`config.mk`:
```
export PLATFORM = sky130hd
export DESIGN_NAME = alu_seq
export DESIGN_NICKNAME = d
export VERILOG_FILES = /design/src/rtl/alu_seq.sv
export SDC_FILE = /design/constraint.sdc
export NUM_CORES = 1
export LEC_CHECK = 0
export BUFFER_PORTS_ARGS = -buffer_cell sky130_fd_sc_hd__clkbuf_2
export CAP_MARGIN = 20
export CELL_PAD_IN_SITES_DETAIL_PLACEMENT = 0
export CELL_PAD_IN_SITES_GLOBAL_PLACEMENT = 1
export CORE_UTILIZATION = 51
export CTS_BUF_LIST = sky130_fd_sc_hd__clkbuf_8
export CTS_CLUSTER_SIZE = 14
export DETAILED_ROUTE_END_ITERATION = 7
export PLACE_DENSITY_LB_ADDON = 0.1
export SLEW_MARGIN = 0
export SYNTH_ARGS = -nofsm -noshare
export SYNTH_HDL_FRONTEND = slang
export SYNTH_SLANG_ARGS = --single-unit
```
`constraint.sdc`:
```
create_clock -name clk -period 4.4 [get_ports clk]
set_input_delay 1.1 -clock clk [delete_from_list [all_inputs] [get_ports clk]]
set_output_delay 1.1 -clock clk [all_outputs]
set_load 0.05 [all_outputs]
```
`src/rtl/alu_seq.sv`:
```
// Sequential N-bit ALU: single-cycle logic/shift/add/sub, iterative multiply and divide.
// Define ALU_SEVSEG_EN to add the seg output driving DIGITS active-low hex displays.
module alu_seq #(
  parameter int N = 4
`ifdef ALU_SEVSEG_EN
  , parameter int DIGITS = 4
`endif
) (
  input  logic         clk,
  input  logic         rst_n,
  input  logic         start,
  input  logic [N-1:0] a,
  input  logic [N-1:0] b,
  input  logic [3:0]   op,
  output logic         busy,
  output logic         done,
  output logic [N-1:0] result_lo,
  output logic [N-1:0] result_hi,
  output logic         flag_n,
  output logic         flag_z,
  output logic         flag_c,
  output logic         flag_v
`ifdef ALU_SEVSEG_EN
  , output logic [7*DIGITS-1:0] seg
`endif
);

  localparam int CW = $clog2(N + 1);

  typedef enum logic [1:0] {IDLE, EXEC, ITER, DONE} state_t;

  state_t            state, state_nxt;
  logic [CW-1:0]     count;
  logic              accept, iter_op, iter_last;

  logic [N-1:0]      a_p0, b_p0;
  logic [3:0]        op_p0;
  logic [2*N-1:0]    prod, mcand;
  logic [N-1:0]      mplier, quo, rem;
  logic [N:0]        rem_sh;
  logic              rem_ge;

  logic [N:0]        sum;
  logic [N-1:0]      diff;
  logic [N-1:0]      lo_nxt, hi_nxt;
  logic              c_nxt, v_nxt, load_result;

  assign accept    = (state == IDLE) && start;
  assign iter_op   = (op == 4'h8) || (((op == 4'h5) || (op == 4'h9)) && (b != '0));
  assign iter_last = (count == CW'(N));
  assign busy      = (state == EXEC) || (state == ITER);
  assign done      = (state == DONE);

  // Control: state register and iteration counter
  always_ff @(posedge clk) begin
    if (!rst_n) begin
      state <= IDLE;
      count <= '0;
    end else begin
      state <= state_nxt;
      if (accept)
        count <= '0;
      else if (state == ITER && !iter_last)
        count <= count + CW'(1);
    end
  end

  // ITER holds N iteration cycles plus one write-back cycle, giving N+2 edges start->done
  always_comb begin
    state_nxt = state;
    case (state)
      IDLE:    if (start) state_nxt = iter_op ? ITER : EXEC;
      EXEC:    state_nxt = DONE;
      ITER:    if (iter_last) state_nxt = DONE;
      DONE:    state_nxt = IDLE;
      default: state_nxt = IDLE;
    endcase
  end

  assign rem_sh = {rem, quo[N-1]};
  assign rem_ge = (rem_sh >= {1'b0, b_p0});

  // Stage p0: operand capture, then shift-add multiply and restoring divide
  always_ff @(posedge clk) begin
    if (accept) begin
      a_p0   <= a;
      b_p0   <= b;
      op_p0  <= op;
      prod   <= '0;
      mcand  <= {{N{1'b0}}, a};
      mplier <= b;
      rem    <= '0;
      quo    <= a;
    end else if (state == ITER && !iter_last) begin
      prod   <= mplier[0] ? prod + mcand : prod;
      mcand  <= mcand << 1;
      mplier <= mplier >> 1;
      rem    <= rem_ge ? N'(rem_sh - {1'b0, b_p0}) : rem_sh[N-1:0];
      quo    <= {quo[N-2:0], rem_ge};
    end
  end

  assign sum  = {1'b0, a_p0} + {1'b0, b_p0};
  assign diff = a_p0 - b_p0;

  always_comb begin
    lo_nxt = '0;
    hi_nxt = '0;
    c_nxt  = 1'b0;
    v_nxt  = 1'b0;
    if (state == ITER) begin
      case (op_p0)
        4'h8: begin
          lo_nxt = prod[N-1:0];
          hi_nxt = prod[2*N-1:N];
          c_nxt  = |prod[2*N-1:N];
        end
        4'h9: begin
          lo_nxt = quo;
          hi_nxt = rem;
        end
        default: lo_nxt = rem;
      endcase
    end else begin
      case (op_p0)
        4'h0: lo_nxt = a_p0 & b_p0;
        4'h1: lo_nxt = a_p0 | b_p0;
        4'h2: lo_nxt = a_p0 ^ b_p0;
        4'h3: lo_nxt = a_p0 << b_p0;
        4'h4: lo_nxt = a_p0 >> b_p0;
        4'h5: begin
          lo_nxt = a_p0;
          v_nxt  = 1'b1;
        end
        4'h6: begin
          lo_nxt = sum[N-1:0];
          c_nxt  = sum[N];
          v_nxt  = (a_p0[N-1] == b_p0[N-1]) && (sum[N-1] != a_p0[N-1]);
        end
        4'h7: begin
          lo_nxt = diff;
          c_nxt  = (a_p0 >= b_p0);
          v_nxt  = (a_p0[N-1] != b_p0[N-1]) && (diff[N-1] != a_p0[N-1]);
        end
        4'h9: begin
          lo_nxt = '1;
          hi_nxt = a_p0;
          v_nxt  = 1'b1;
        end
        default: ;
      endcase
    end
  end

  assign load_result = (state == EXEC) || (state == ITER && iter_last);

  // Stage p1: registered result and flags, held until the next completion
  always_ff @(posedge clk) begin
    if (!rst_n) begin
      result_lo <= '0;
      result_hi <= '0;
      flag_n    <= 1'b0;
      flag_z    <= 1'b0;
      flag_c    <= 1'b0;
      flag_v    <= 1'b0;
    end else if (load_result) begin
      result_lo <= lo_nxt;
      result_hi <= hi_nxt;
      flag_n    <= lo_nxt[N-1];
      flag_z    <= (lo_nxt == '0);
      flag_c    <= c_nxt;
      flag_v    <= v_nxt;
    end
  end

`ifdef ALU_SEVSEG_EN
  function automatic logic [6:0] hex7(input logic [3:0] x);
    case (x)
      4'h0: hex7 = 7'b1000000;
      4'h1: hex7 = 7'b1111001;
      4'h2: hex7 = 7'b0100100;
      4'h3: hex7 = 7'b0110000;
      4'h4: hex7 = 7'b0011001;
      4'h5: hex7 = 7'b0010010;
      4'h6: hex7 = 7'b0000010;
      4'h7: hex7 = 7'b1111000;
      4'h8: hex7 = 7'b0000000;
      4'h9: hex7 = 7'b0010000;
      4'hA: hex7 = 7'b0001000;
      4'hB: hex7 = 7'b0000011;
      4'hC: hex7 = 7'b1000110;
      4'hD: hex7 = 7'b0100001;
      4'hE: hex7 = 7'b0000110;
      default: hex7 = 7'b0001110;
    endcase
  endfunction

  logic [4*DIGITS+2*N-1:0] nib_all;
  assign nib_all = {{(4*DIGITS){1'b0}}, result_hi, result_lo};

  for (genvar i = 0; i < DIGITS; i++) begin : g_seg
    assign seg[7*i +: 7] = hex7(nib_all[4*i +: 4]);
  end
`endif

endmodule
```
==> metrics.txt <==
Max H-tree Level=2; total grt overflow=0; switching part of the total power=between 40% and 50%; TritonCTS Buffers=5; CTS sink count=56; combinational share of power=50.4%; Post-synth EDFFs=24; postcts setup bufs=0; final hold violations=0; Yosys reg bits=between 50 and 60; Slew @ Worst Pin=0.990 ns; reg2reg setup slack=1.67 ns; sequential share of power=36.9%; critical path endpoint category=flip-flop; final wirelength=8750 microns; Cells after Synth=424; # resized after CTS=0; pre-CTS setup slack=roughly 1.8 ns; crit path launch=op_p0[0]; setup ws final=1.67 ns; dpl cells=between 500 and 600; Final Non-Filler Cells=between 500 and 600; Post-DRT Antenna Nets=0; Std-Cell Rows=30; Initial Util=53.7%; Worst setup SP type=flip-flop; number of max-cap violations=0; core area=6910 sq um; largest net degree at the start of global routing=32; clock share of power=between 10% and 20%; Die Y=87.2 microns; Die Area=7610 sq um; Initial DRC Count=approximately 130; Area Overhead vs Synth=7.02%; DRC Markers=0; f_max=366 MHz; Worst Hold Class=reg -> reg; async set or reset register ratio after synthesis=0%; clock buffer depth=2; Antenna diodes=0; final-layout fill cell count=691; Chip Width=roughly 87 microns; final setup fails=0; Slew HR=34.0%; footprint of the multi-input gates=2140 sq um; fraction of layout cells with a size suffix above 1=about a tenth; Max FO, Critical Path=27; outcome=completed; Mapped Nets=472; Final HPWL DP=6650 microns; P_sw=1.20 mW; I/O pin count=29; Layout Skew=0.00864 ns; CTS tree=built; Seq/Total Area, Yosys=roughly 37%; Unique masters post-synth=60; Final Critical Period=2.73 ns; Crit Path Class=reg -> reg; Syn. warnings=0; final core utilization=57.4%; ys flop type=dfxtp_1; Clock Tree Root=clkbuf_8; R2R Path End=flag_z; RR Startpoint=op_p0[0]; power density over cell area=651 nW/um^2; global-route wire length before repair=14300 microns; Worst Path Required=between 4 and 5 ns; syn_area_per_cell=8.74 sq um; PortBufs=28; Pre-antenna DRT Iters=4; Data arrival, critical path=just under 3 ns; Static Leak=1.68 nW; via count=3057; final period utilization=62.0%; wire per inst=around 16 microns; nets@finish=around 490; gpl congestion=roughly 0.93; total track usage=approximately a quarter; initial antenna violation count=0; RSZ-0062 raised after global routing=no; clk slew on worst S/H paths=0.09 ns; Max IR drop VDD=0.000359 V; internal power=1.39 mW; worst reg-to-reg path cell count=7; synthesized area=3710 sq um; hold buffers post-CTS=0; via/cell ratio=5.71; clock latency on the worst-skew pair=0.31 ns; Max Slew Vio Count=0; vias in the first global route=around 2800; FF/Latch Area=1360 sq um; Fin Setup TNS=0 ns; Setup crit end=flag_z
[cell type report]
| cell class | count | area share (%) |
|---|---|---|
| Clock buffer | 5 | 1.74 |
| Clock inverter | 3 | 0.946 |
| Inverter | 23 | 2.18 |
| Multi-Input combinational cell | 323 | 54.1 |
| Sequential cell | 56 | 34.3 |
| Tap cell | 96 | 3.03 |
| Timing Repair Buffer | 29 | 3.72 |
[cells in the final DEF (no fill, tap or decap), types with 2 or more instances in the layout]
master | Yosys | layout
nand2_1 | 76 | 76
dfxtp_1 | 32 | 32
nor2_1 | 30 | 30
ha_1 | 29 | 29
clkbuf_2 | 0 | 28
a21oi_1 | 26 | 26
edfxtp_1 | 24 | 24
inv_1 | 23 | 23
o21ai_0 | 18 | 18
nor3b_1 | 11 | 11
a31oi_1 | 10 | 10
nor2b_1 | 9 | 9
mux2i_1 | 9 | 9
nand3_1 | 8 | 8
xnor2_1 | 7 | 7
a221oi_1 | 7 | 7
a211oi_1 | 6 | 6
xor2_1 | 6 | 6
nor3_1 | 5 | 5
o211ai_1 | 5 | 5
o211a_1 | 5 | 5
clkbuf_8 | 0 | 5
a21o_1 | 4 | 4
and3_1 | 4 | 4
nand2b_1 | 4 | 4
nor4_1 | 4 | 4
fa_1 | 4 | 4
a21boi_1 | 2 | 2
and2_1 | 2 | 2
nand4_1 | 2 | 2
a211oi_2 | 2 | 2
o31ai_1 | 2 | 2
o221ai_1 | 2 | 2
clkinv_1 | 0 | 2
[cell usage after synthesis (2+ instances only)]
library cell,instances,area [sq um]
nand3_1,8,40.0
a21boi_1,2,15.0
dfxtp_1,32,641
o211ai_1,5,37.5
nor2_1,30,113
and3_1,4,25.0
nand2_1,76,285
a221oi_1,7,61.3
o211a_1,5,50.1
xor2_1,6,52.6
a21oi_1,26,130
ha_1,29,363
edfxtp_1,24,721
o221ai_1,2,17.5
nor3b_1,11,82.6
and2_1,2,12.5
xnor2_1,7,61.3
o21ai_0,18,90.1
nor2b_1,9,56.3
buf_1,2,7.51
inv_1,23,86.3
buf_2,4,20.0
o31ai_1,2,15.0
nand2b_1,4,25.0
nor4_1,4,25.0
buf_6,3,33.8
a211oi_1,6,45.0
nand4_1,2,12.5
fa_1,4,80.1
mux2i_1,9,90.1
clkbuf_1,12,45.0
a31oi_1,10,62.6
nor3_1,5,25.0
a211oi_2,2,25.0
a21o_1,4,30.0
[power by group through the flow]
| stage | Combinational, mW | Sequential, mW | Clock, mW |
|---|---|---|---|
| detailed placement | 1.29 | 0.964 | 0 |
| floorplan | 0.977 | 0.978 | 0 |
| finish | 1.30 | 0.954 | 0.327 |
| global route | 1.46 | 0.976 | 0.353 |
| global placement | 1.29 | 0.959 | 0 |
| CTS | 1.31 | 0.950 | 0.336 |
[registers in the layout, summed over array words and instances (netlist names)]
signal,count
b_p0,4
flag_c,1
flag_z,1
flag_v,1
mcand,8
result_lo,4
mplier,4
state,2
prod,8
count,3
result_hi,4
rem,4
op_p0,4
quo,4
a_p0,4
[per-stage QoR]
| step | area (sq um) | power, mW | hold slack, ns |
|---|---|---|---|
| floorplan | 3710 | 1.96 | 0.449 |
| global placement | 3860 | 2.25 | 0.445 |
| detailed placement | 3860 | 2.26 | 0.444 |
| CTS | 3970 | 2.59 | 0.458 |
| global route | 3970 | 2.79 | 0.475 |
| finish | 3970 | 2.58 | 0.455 |
[per-layer routing]
metal / vias to the layer above / part of all wire, % / track usage (%)
met5: - / 0 / 0
met4: 0 / 2.0 / 8.05
met3: 16 / 2.8 / 3.32
met2: 59 / 46 / 39.8
met1: 1446 / 49 / 33.8
li1: 1536 / - / -
[critical path: stages (launching register included)]
cell and delay [ns]:
edfxtp_1 1.01, nor3b_1 0.31, or2_0 0.28, a222oi_1 0.37, nor4_1 0.14, a211oi_2 0.30, nand4_1 0.12, a21boi_1 0.15
[worst min path at each step]
| stage | startpoint | end | cells after the start |
|---|---|---|---|
| floorplan | prod[3] | prod[3] | 2 |
| global route | flag_z | flag_z | 2 |
| detailed placement | flag_z | flag_z | 2 |
| finish | flag_z | flag_z | 2 |
| global placement | flag_z | flag_z | 2 |
| CTS | flag_z | flag_z | 2 |
[cell families (layout without fill, tap and decap cells)]
kind of cell	after synthesis	in the layout	synth area share [%]
AND/OR/NAND/NOR	165	165	21.3
multiplexers	9	9	2.43
AO/OA/AOI/OAI	103	103	19.1
buffers and inverters	45	60	5.40
flip-flops	56	56	36.7
XOR/XNOR	13	13	3.07
adder cells (fa/ha/maj)	33	33	12.0
No activity file was read; power rests on OpenSTA's default activity.
